[config.mk]
export PLATFORM = sky130hd
export DESIGN_NAME = wb_write_queue
export DESIGN_NICKNAME = d
export VERILOG_FILES = /design/src/rtl/wb_write_queue.sv
export SDC_FILE = /design/constraint.sdc
export NUM_CORES = 1
export LEC_CHECK = 0
export ABC_AREA = 0
export CAP_MARGIN = 10
export CORE_MARGIN = 2
export CORE_UTILIZATION = 45
export CTS_CLUSTER_DIAMETER = 120
export DETAILED_ROUTE_END_ITERATION = 6
export PLACE_DENSITY = 0.79
export SYNTH_ARGS = -nofsm -noshare
export SYNTH_HDL_FRONTEND = slang
export SYNTH_SLANG_ARGS = --single-unit
[constraint.sdc]
create_clock -name clock -period 7.9 [get_ports clock]
set_input_delay 2.37 -clock clock [delete_from_list [all_inputs] [get_ports clock]]
set_output_delay 2.37 -clock clock [all_outputs]
set_load 0.01 [all_outputs]
[src/rtl/wb_write_queue.sv]
// ---------------------------------------------------------------------------
// wb_write_queue
//
// Writeback-side producer for the register file. Results from the
// single-cycle ALU path and the variable-latency memory/multiply path are
// buffered in a small in-order circular queue. The queue drains one entry per
// cycle through the register file's single write port. Two forwarding lookup
// ports let decode see values that are still queued and not yet written.
//
// Ports:
//   clock, reset                     clock, synchronous active-high reset
//   mem_valid_in/addr_in/data_in     memory/multiply result (older when both push)
//   mem_ready_out                    queue can take a memory result this cycle
//   alu_valid_in/addr_in/data_in     ALU result
//   alu_ready_out                    queue can take an ALU result this cycle
//   we_out/waddr_out/wdata_out       register-file write port (head entry)
//   lookupN_addr_in                  forwarding lookup address (N = 1, 2)
//   lookupN_hit_out/data_out         hit flag and youngest matching data
//   count_out/empty_out/full_out     occupancy status
// ---------------------------------------------------------------------------
module wb_write_queue #(
    parameter int DEPTH  = 4,
    parameter int DATA_W = 32,
    parameter int ADDR_W = 5
) (
    input  logic                    clock,
    input  logic                    reset,

    input  logic                    mem_valid_in,
    input  logic [ADDR_W-1:0]       mem_addr_in,
    input  logic [DATA_W-1:0]       mem_data_in,
    output logic                    mem_ready_out,

    input  logic                    alu_valid_in,
    input  logic [ADDR_W-1:0]       alu_addr_in,
    input  logic [DATA_W-1:0]       alu_data_in,
    output logic                    alu_ready_out,

    output logic                    we_out,
    output logic [ADDR_W-1:0]       waddr_out,
    output logic [DATA_W-1:0]       wdata_out,

    input  logic [ADDR_W-1:0]       lookup1_addr_in,
    output logic                    lookup1_hit_out,
    output logic [DATA_W-1:0]       lookup1_data_out,

    input  logic [ADDR_W-1:0]       lookup2_addr_in,
    output logic                    lookup2_hit_out,
    output logic [DATA_W-1:0]       lookup2_data_out,

    output logic [$clog2(DEPTH):0]  count_out,
    output logic                    empty_out,
    output logic                    full_out
);

    localparam int PTR_W = $clog2(DEPTH);
    localparam int CNT_W = PTR_W + 1;

    // Queue state
    logic [PTR_W-1:0]  head_q, head_d;
    logic [PTR_W-1:0]  tail_q, tail_d;
    logic [CNT_W-1:0]  count_q, count_d;
    logic [DEPTH-1:0]  valid_q, valid_d;
    logic [ADDR_W-1:0] addr_q [DEPTH];
    logic [DATA_W-1:0] data_q [DEPTH];

    // Handshake / control
    logic [CNT_W-1:0]  free;
    logic              mem_push;
    logic              alu_push;
    logic              pop;
    logic [PTR_W-1:0]  mem_slot;
    logic [PTR_W-1:0]  alu_slot;
    logic [PTR_W-1:0]  scan_idx;

    // Ready looks only at the registered count: a pop in this cycle frees its
    // slot for the next cycle, never the current one.
    assign free          = CNT_W'(DEPTH) - count_q;
    assign mem_ready_out = (free != '0);
    // With one slot left the memory path has priority for it.
    assign alu_ready_out = (free >= CNT_W'(2)) || ((free == CNT_W'(1)) && !mem_valid_in);

    // Writes to register 0 complete the handshake but are dropped here.
    assign mem_push = mem_valid_in && mem_ready_out && (mem_addr_in != '0);
    assign alu_push = alu_valid_in && alu_ready_out && (alu_addr_in != '0);
    assign pop      = (count_q != '0);

    // Memory entry is the older one when both push in the same cycle.
    assign mem_slot = tail_q;
    assign alu_slot = tail_q + PTR_W'(mem_push);

    // NOTE: every signal written in an always_comb block gets a default first
    // so that no path leaves it unassigned and no latch is inferred.
    always_comb begin
        head_d  = head_q + PTR_W'(pop);
        tail_d  = tail_q + PTR_W'(mem_push) + PTR_W'(alu_push);
        count_d = count_q + CNT_W'(mem_push) + CNT_W'(alu_push) - CNT_W'(pop);
        valid_d = valid_q;
        // Pushes never target the head slot while it is occupied, so the
        // order of clear and set below cannot collide.
        if (pop)      valid_d[head_q]   = 1'b0;
        if (mem_push) valid_d[mem_slot] = 1'b1;
        if (alu_push) valid_d[alu_slot] = 1'b1;
    end

    // NOTE: state registers use non-blocking assignments so every flop
    // samples the pre-edge value of its inputs, independent of block order.
    always_ff @(posedge clock) begin
        if (reset) begin
            head_q  <= '0;
            tail_q  <= '0;
            count_q <= '0;
            valid_q <= '0;
        end else begin
            head_q  <= head_d;
            tail_q  <= tail_d;
            count_q <= count_d;
            valid_q <= valid_d;
        end
    end

    // NOTE: the payload arrays are deliberately not reset; nothing reads an
    // entry unless its valid bit (or the count) says it is live.
    always_ff @(posedge clock) begin
        if (mem_push) begin
            addr_q[mem_slot] <= mem_addr_in;
            data_q[mem_slot] <= mem_data_in;
        end
        if (alu_push) begin
            addr_q[alu_slot] <= alu_addr_in;
            data_q[alu_slot] <= alu_data_in;
        end
    end

    // Drain: the head entry is presented every cycle the queue is non-empty.
    assign we_out    = pop;
    assign waddr_out = pop ? addr_q[head_q] : '0;
    assign wdata_out = pop ? data_q[head_q] : '0;

    // Forwarding: walk entries oldest to youngest from the head so that the
    // last match seen is the youngest one. The head entry being written this
    // cycle is still visible.
    always_comb begin
        lookup1_hit_out  = 1'b0;
        lookup1_data_out = '0;
        lookup2_hit_out  = 1'b0;
        lookup2_data_out = '0;
        scan_idx         = '0;
        for (int i = 0; i < DEPTH; i++) begin
            scan_idx = head_q + PTR_W'(i);
            if (valid_q[scan_idx]) begin
                if ((lookup1_addr_in != '0) && (addr_q[scan_idx] == lookup1_addr_in)) begin
                    lookup1_hit_out  = 1'b1;
                    lookup1_data_out = data_q[scan_idx];
                end
                if ((lookup2_addr_in != '0) && (addr_q[scan_idx] == lookup2_addr_in)) begin
                    lookup2_hit_out  = 1'b1;
                    lookup2_data_out = data_q[scan_idx];
                end
            end
        end
    end

    assign count_out = count_q;
    assign empty_out = (count_q == '0);
    assign full_out  = (count_q == CNT_W'(DEPTH));

endmodule
==> Word-level counts from Yosys, hierarchy flattened <==
Memories as Yosys holds them, arrays and structs flattened. A register that Yosys moved wholly into a read port is not among the register bits.
Cells that the tools add are included.
{ "totals": {"mem_count": 2, "input_bits": 88, "reg_bits": 11, "word_cells": 122, "mem_bits_rw": 148, "out_inout_bits": 111} }
{ "mem_list": {"columns": ["memory", "words", "width", "rd", "rd_clocked_by_memory_dff", "wr", "line_no", "text"], "rows": [
  ["data_q", 4, 32, 4, 1, 2, "65", "logic [DATA_W-1:0] data_q [DEPTH];"],
  ["addr_q", 4, 5, 4, 1, 2, "64", "logic [ADDR_W-1:0] addr_q [DEPTH];"]
]} }
{ "op_classes": {"bitwise_logic": 4, "n_mux": 57, "n_addsub": 10, "order_cmp": 10, "reduce_logical": 25, "eq_ne": 10} }
{ "op_table": {"columns": ["op", "count"], "rows": [
  ["$mux W32", 17],
  ["$eq A5 B5 Y1", 8],
  ["$mux W1", 27],
  ["$reduce_bool A5 Y1", 4],
  ["$lt A2 B3 Y1 const B", 6],
  ["$logic_and A1 B1 Y1", 16],
  ["$mux W4", 3],
  ["$bmux W1 S2", 4],
  ["$or A4 B4 Y4", 2],
  ["$add A2 B1 Y2", 3],
  ["$add A3 B1 Y3", 2],
  ["$demux W1 S2", 3],
  ["$ge A2 B1 Y1 const B", 3],
  ["$reduce_bool A3 Y1", 2],
  ["$mux W5", 1],
  ["$add A2 B2 Y2 const B", 2],
  ["$and A4 B4 Y4", 1],
  ["$mux W2", 2],
  ["$not A4 Y4", 1],
  ["$eq A3 B1 Y1 const B", 1],
  ["$eq A3 B3 Y1 const B", 1],
  ["$ge A3 B2 Y1 const B", 1],
  ["$logic_not A3 Y1", 1],
  ["$sub A3 B1 Y3", 1],
  ["4 further kinds", 4]
]} }

==> Longest topological paths before layout <==
{ "depth": {"depth_word": 11, "ltp_mapped": 17, "ltp_nobuf": 12} }

==> Worst setup path after synthesis <==
Ideal clock, no wire load.
{ "synth_timing": {"path_kind": "flip-flop to output port", "startpoint": "register head_q[0]", "endpoint": "output port lookup1_data_out[5]", "required_ps": 5530, "n_path_buf": 8, "stages_incl_launch_ff": 17, "setup_slack_ps": 1444, "arrival_ps": 4086, "path_cell_list": "dfxtp_1 > buf_6 > buf_6 > buf_4 > buf_4 > buf_1 > inv_1 > ha_1 > buf_2 > buf_6 > mux4_2 > xnor2_2 > and4_1 > a211oi_4 > buf_6 > a221oi_2 > o31ai_1"} }
{ "synth_between": {"elab_chain_cells": 10, "elab_cells_between_ends": 26, "classes_between": "add/sub (3); eq/ne (3); mux (15); reduce/logical (3); memory (2)"} }
{ "synth_rtl": {"columns": ["element", "line_no", "text"], "rows": [
  ["start, declared", "60", "logic [PTR_W-1:0] head_q, head_d;"],
  ["start signal, assigned", "110", "head_q <= '0;"],
  ["start signal, assigned", "115", "head_q <= head_d;"],
  ["$add A2 B1 Y2", "150", "scan_idx = head_q + PTR_W'(i);"],
  ["$mem_v2 Z4 W5", null, null],
  ["$eq A5 B5 Y1", "152", "if ((lookup1_addr_in != '0) && (addr_q[scan_idx] == lookup1_addr_in)) begin"],
  ["$logic_and A1 B1 Y1", "152", null],
  ["$mux W32", "152", null],
  ["$mux W32", "151", "if (valid_q[scan_idx]) begin"],
  ["$mux W32", "152", null],
  ["$mux W32", "151", null],
  ["$mux W32", "152", null],
  ["$mux W32 *", "151", null],
  ["end, declared", "45", "output logic [DATA_W-1:0] lookup1_data_out,"]
]} }
Mark *: on every way between the ends. The rest lies on a longest branch, timed or not. The select of a mux whose other input is x is not followed.

==> Worst setup path after layout <==
{ "layout_timing": {"startpoint": "input port lookup1_addr_in[2]", "endpoint": "output port lookup1_data_out[7]"} }
{ "layout_between": {"elab_chain_cells": 10, "elab_cells_between_ends": 17, "classes_between": "eq/ne (4); mux (8); reduce/logical (5)"} }
{ "layout_rtl": {"columns": ["element", "line_no", "text"], "rows": [
  ["start, declared", "43", "input logic [ADDR_W-1:0] lookup1_addr_in,"],
  ["$eq A5 B5 Y1 or $reduce_bool A5 Y1 (tied branches)", "152", null],
  ["$logic_and A1 B1 Y1", "152", null],
  ["$mux W32", "152", null],
  ["$mux W32", "151", null],
  ["$mux W32", "152", null],
  ["$mux W32", "151", null],
  ["$mux W32", "152", null],
  ["$mux W32", "151", null],
  ["$mux W32", "152", null],
  ["$mux W32 *", "151", null]
]} }
Mark *: on every way between the ends. The rest lies on a longest branch, timed or not.

==> flow_metrics.py <==
metrics = {
    "floorplan": {
        "die_y_um": 178,
        "initial_utilization": 0.459,
        "rows": 63,
        "die_area_mm2": 0.0317,
        "ios": 199,
        "die_x_um": 178,
        "core_mm2": 0.0297,
    },
    "worst_hold_path": {
        "min_to": "valid_q[1]",
        "hold_depth": 2,
        "hp-start": "valid_q[1]",
        "hp-class": "reg2reg",
    },
    "grt": {
        "grt_overflow": 0,
        "use_met2": 0.422,
        "top_usage_layer": "met2",
        "grt_pass1_wl_um": 61700,
        "grt_max_degree": 137,
        "use_met3": 0.0477,
        "grt_pass1_vias": 10700,
        "grt_usage": 0.256,
        "met1_usage": 0.333,
        "antenna_found_initial": 1,
    },
    "drt": {
        "wl_um": 39900,
        "antenna_left": 0,
        "viasPerCell": 6.61,
        "drt-initial-drc-count": 1171,
        "dr.pass1.iters": 6,
        "drc_errors": 0,
        "vias": 10500,
        "avgRoutedWirePerCell_um": 25.1,
    },
    "cells_and_area": {
        "fin_nets": 1288,
        "final_area_mm2": 0.0165,
        "seqCellArea_mm2": 0.00467,
        "num-fill-cells": 2395,
        "drive_gt1_frac": 0.355,
        "syn_to_final_growth_pct": 21.2,
        "multi_input_area_mm2": 0.00846,
    },
    "synthesis": {
        "synth.avg_cell_area_um2": 13.1,
        "seq_area_frac_synth": 0.342,
        "syn_area_mm2": 0.0136,
        "synth_edf_count": 148,
        "synthArstFlopShare": 0,
        "synthCells": 1041,
        "yosysWarnings": 0,
        "yosysTopAreaCell": "edfxtp_1",
        "synth_top_flop_cell": "edfxtp_1",
        "ys_ff_latch": 159,
        "synth_area_leaders": "edfxtp_1, mux4_2, mux2_2",
        "syn-num-nets": 1144,
        "netlist-cell-type-count": 56,
        "synth_top_area_frac": 0.326,
    },
    "clock_network": {
        "clk_pin_slew_ns": 0.06,
        "cts_sinks": 159,
        "cts_buffer_depth": 2,
        "cts_setup_buffers": 0,
        "cts_resized": 0,
        "postCtsHoldBufs": 0,
        "htree_levels": 4,
        "cts_tree": "built",
        "cts_buffers": 17,
        "cts_root_buf": "clkbuf_16",
        "clock_latency_ns": 0.43,
    },
    "critical_path": {
        "r2r_slack_ns": 4.33,
        "r2r_start": "count_out[1]",
        "crit_arrival_ns": 5.29,
        "slowest_delay_ns": 0.62,
        "reg2reg_to": "data_q[3][20]",
        "setup.worst_path.start_class": "input pin",
        "critPathMaxFanout": 17,
        "required_ns": 5.53,
        "crit_family": "buffers and inverters",
        "endpoint_kind": "output pin",
        "crit_type": "in2out",
        "crit_path_frequent_cell": "clkdlybuf4s50_1",
        "reg2reg_depth": 10,
        "cp_cell_sequence": "clkdlybuf4s50_1 > nor2_1 > a211o_1 > a21oi_1 > a211oi_4 > buf_4 > a221oi_1 > o31ai_1 > clkdlybuf4s50_1",
        "critPathBufInv": 3,
        "cpMaxStageDelayCell": "clkdlybuf4s50_1",
    },
    "timing": {
        "whs_ns": 0.698,
        "worst_pin_slew_ns": 1.05,
        "rsz0062_at_grt": "no",
        "fmax_mhz": 131,
        "max_slew_margin": 0.302,
        "min_period_over_period": 0.969,
        "fin_tns_setup_ns": 0,
        "clock_skew_ns": 0.00692,
        "hold_viol_final": 0,
        "drv_slew": 0,
        "setup_viol": 0,
        "fin_crit_ns": 7.66,
    },
    "flow_run": {
        "drv_cap": 0,
    },
    "placement": {
        "placed_area_mm2": 0.0160,
        "port_buffers": 198,
        "gp_congestion": 0.890,
        "dp.final_hpwl_um": 26200,
    },
    "power": {
        "totalPowerFinal_uw": 6270,
        "power.leakage_uw": 0.00519,
        "p_per_area_mw_per_mm2": 379,
        "vdd_ir_drop_max_uv": 319,
    },
    "run_status": {
        "status": "completed",
    },
}
==> registers in the layout, summed over array words and instances (netlist names) <==
register and count:
count_out 3, addr_q 20, valid_q 4, head_q 2, data_q 128, mem_slot 2
==> worst max path at each step <==
stage                                  start              endpoint  slack [ns]  cells after the start
after floorplan                    head_q[0]   lookup1_data_out[5]        1.44                     16
after global placement    lookup2_addr_in[0]  lookup2_data_out[13]        0.35                      9
after detailed placement  lookup2_addr_in[0]  lookup2_data_out[13]        0.34                      9
after CTS                 lookup2_addr_in[0]  lookup2_data_out[13]        0.28                      9
after global routing      lookup1_addr_in[2]   lookup1_data_out[7]        0.11                      9
final                     lookup1_addr_in[2]   lookup1_data_out[7]        0.24                      9
==> cells in the final DEF (no fill, tap or decap), types with 5 or more instances in the layout <==
master / Yosys / layout
and2b_1: 5 / 5
mux4_1: 6 / 6
nor2_1: 41 / 41
clkbuf_16: 0 / 17
ha_1: 13 / 12
nand4_1: 5 / 5
edfxtp_1: 148 / 148
nand2_1: 76 / 76
mux2_2: 149 / 149
o21ai_1: 38 / 38
xnor2_1: 32 / 32
o31ai_2: 28 / 28
inv_1: 12 / 11
dfxtp_1: 11 / 9
xor2_1: 8 / 8
a221oi_2: 12 / 12
and2_1: 37 / 37
a221oi_1: 52 / 52
nor2b_1: 30 / 30
mux4_2: 145 / 145
buf_4: 8 / 31
clkdlybuf4s50_1: 0 / 198
o21ai_0: 26 / 26
==> stage by stage <==
step                      instances  utilization  worst slack [ns]
final                          1589        0.557             0.243
after global routing           1587        0.556             0.110
after CTS                      1587        0.556             0.279
after detailed placement       1556        0.537             0.335
after global placement         1556        0.537             0.354
after floorplan                1041            -              1.44
==> Yosys cell counts (2+ instances only) <==
cell type	instances
nand2_1	76
mux2_2	149
mux2i_1	2
or3_1	2
nand3_1	4
xnor2_1	32
o21ai_0	26
mux4_2	145
dfxtp_1	11
a221oi_1	52
nor3_1	6
o31ai_1	4
and2_1	37
a211o_1	2
ha_1	13
mux4_1	6
buf_6	7
a21o_1	2
nand4_1	5
o31ai_2	28
and4_1	3
and2b_1	5
fa_1	2
buf_1	13
o21bai_1	2
inv_1	12
o21ba_2	4
buf_4	8
and3_1	2
a221oi_2	12
xnor2_2	4
nor2b_1	30
clkbuf_1	46
buf_2	32
nor2_1	41
xor2_1	8
o21ai_1	38
a211oi_4	2
edfxtp_1	148
a21boi_0	4
==> layer usage <==
layer	wire length (um)	up-vias	share of wire
li1	-	4489	-
met1	15500	5268	0.39
met2	19300	636	0.48
met3	3650	107	0.092
met4	1390	0	0.035
met5	0	-	0
==> area by class of cell <==
cell class | instances | share of cell area
Multi-Input combinational cell | 762 | 0.511
Sequential cell | 159 | 0.282
Timing Repair Buffer | 233 | 0.139
Tap cell | 390 | 0.0295
Clock buffer | 20 | 0.0264
Clock inverter | 11 | 0.00862
Inverter | 12 | 0.00272
Antenna cell | 2 | 0.000303
==> worst reg2reg max path, cell delays in order, from the launching register on <==
cell and delay (ns):
dfxtp_1 0.42, inv_1 0.11, ha_1 0.22, ha_1 0.20
inv_1 0.08, o311a_1 0.23, ha_1 0.22, xor2_1 0.30
and3_2 0.61, o21bai_4 0.22, buf_4 0.56
==> kinds of logic after synthesis <==
logic type / Yosys count / share of synthesized area
muxes: 302 / 0.375
and+or+nand+nor: 219 / 0.0805
AOI/OAI and AO/OA: 182 / 0.114
adders and majority gates: 15 / 0.0149
DFF: 159 / 0.342
xor gates and xnor gates: 44 / 0.0304
buffers and inverters: 120 / 0.0435
==> power by group <==
part	internal, uW	switching (uW)
clock network	493	340
logic	1980	1900
registers	1320	242
total	3790	2480
No activity file was read; power rests on OpenSTA's default activity.
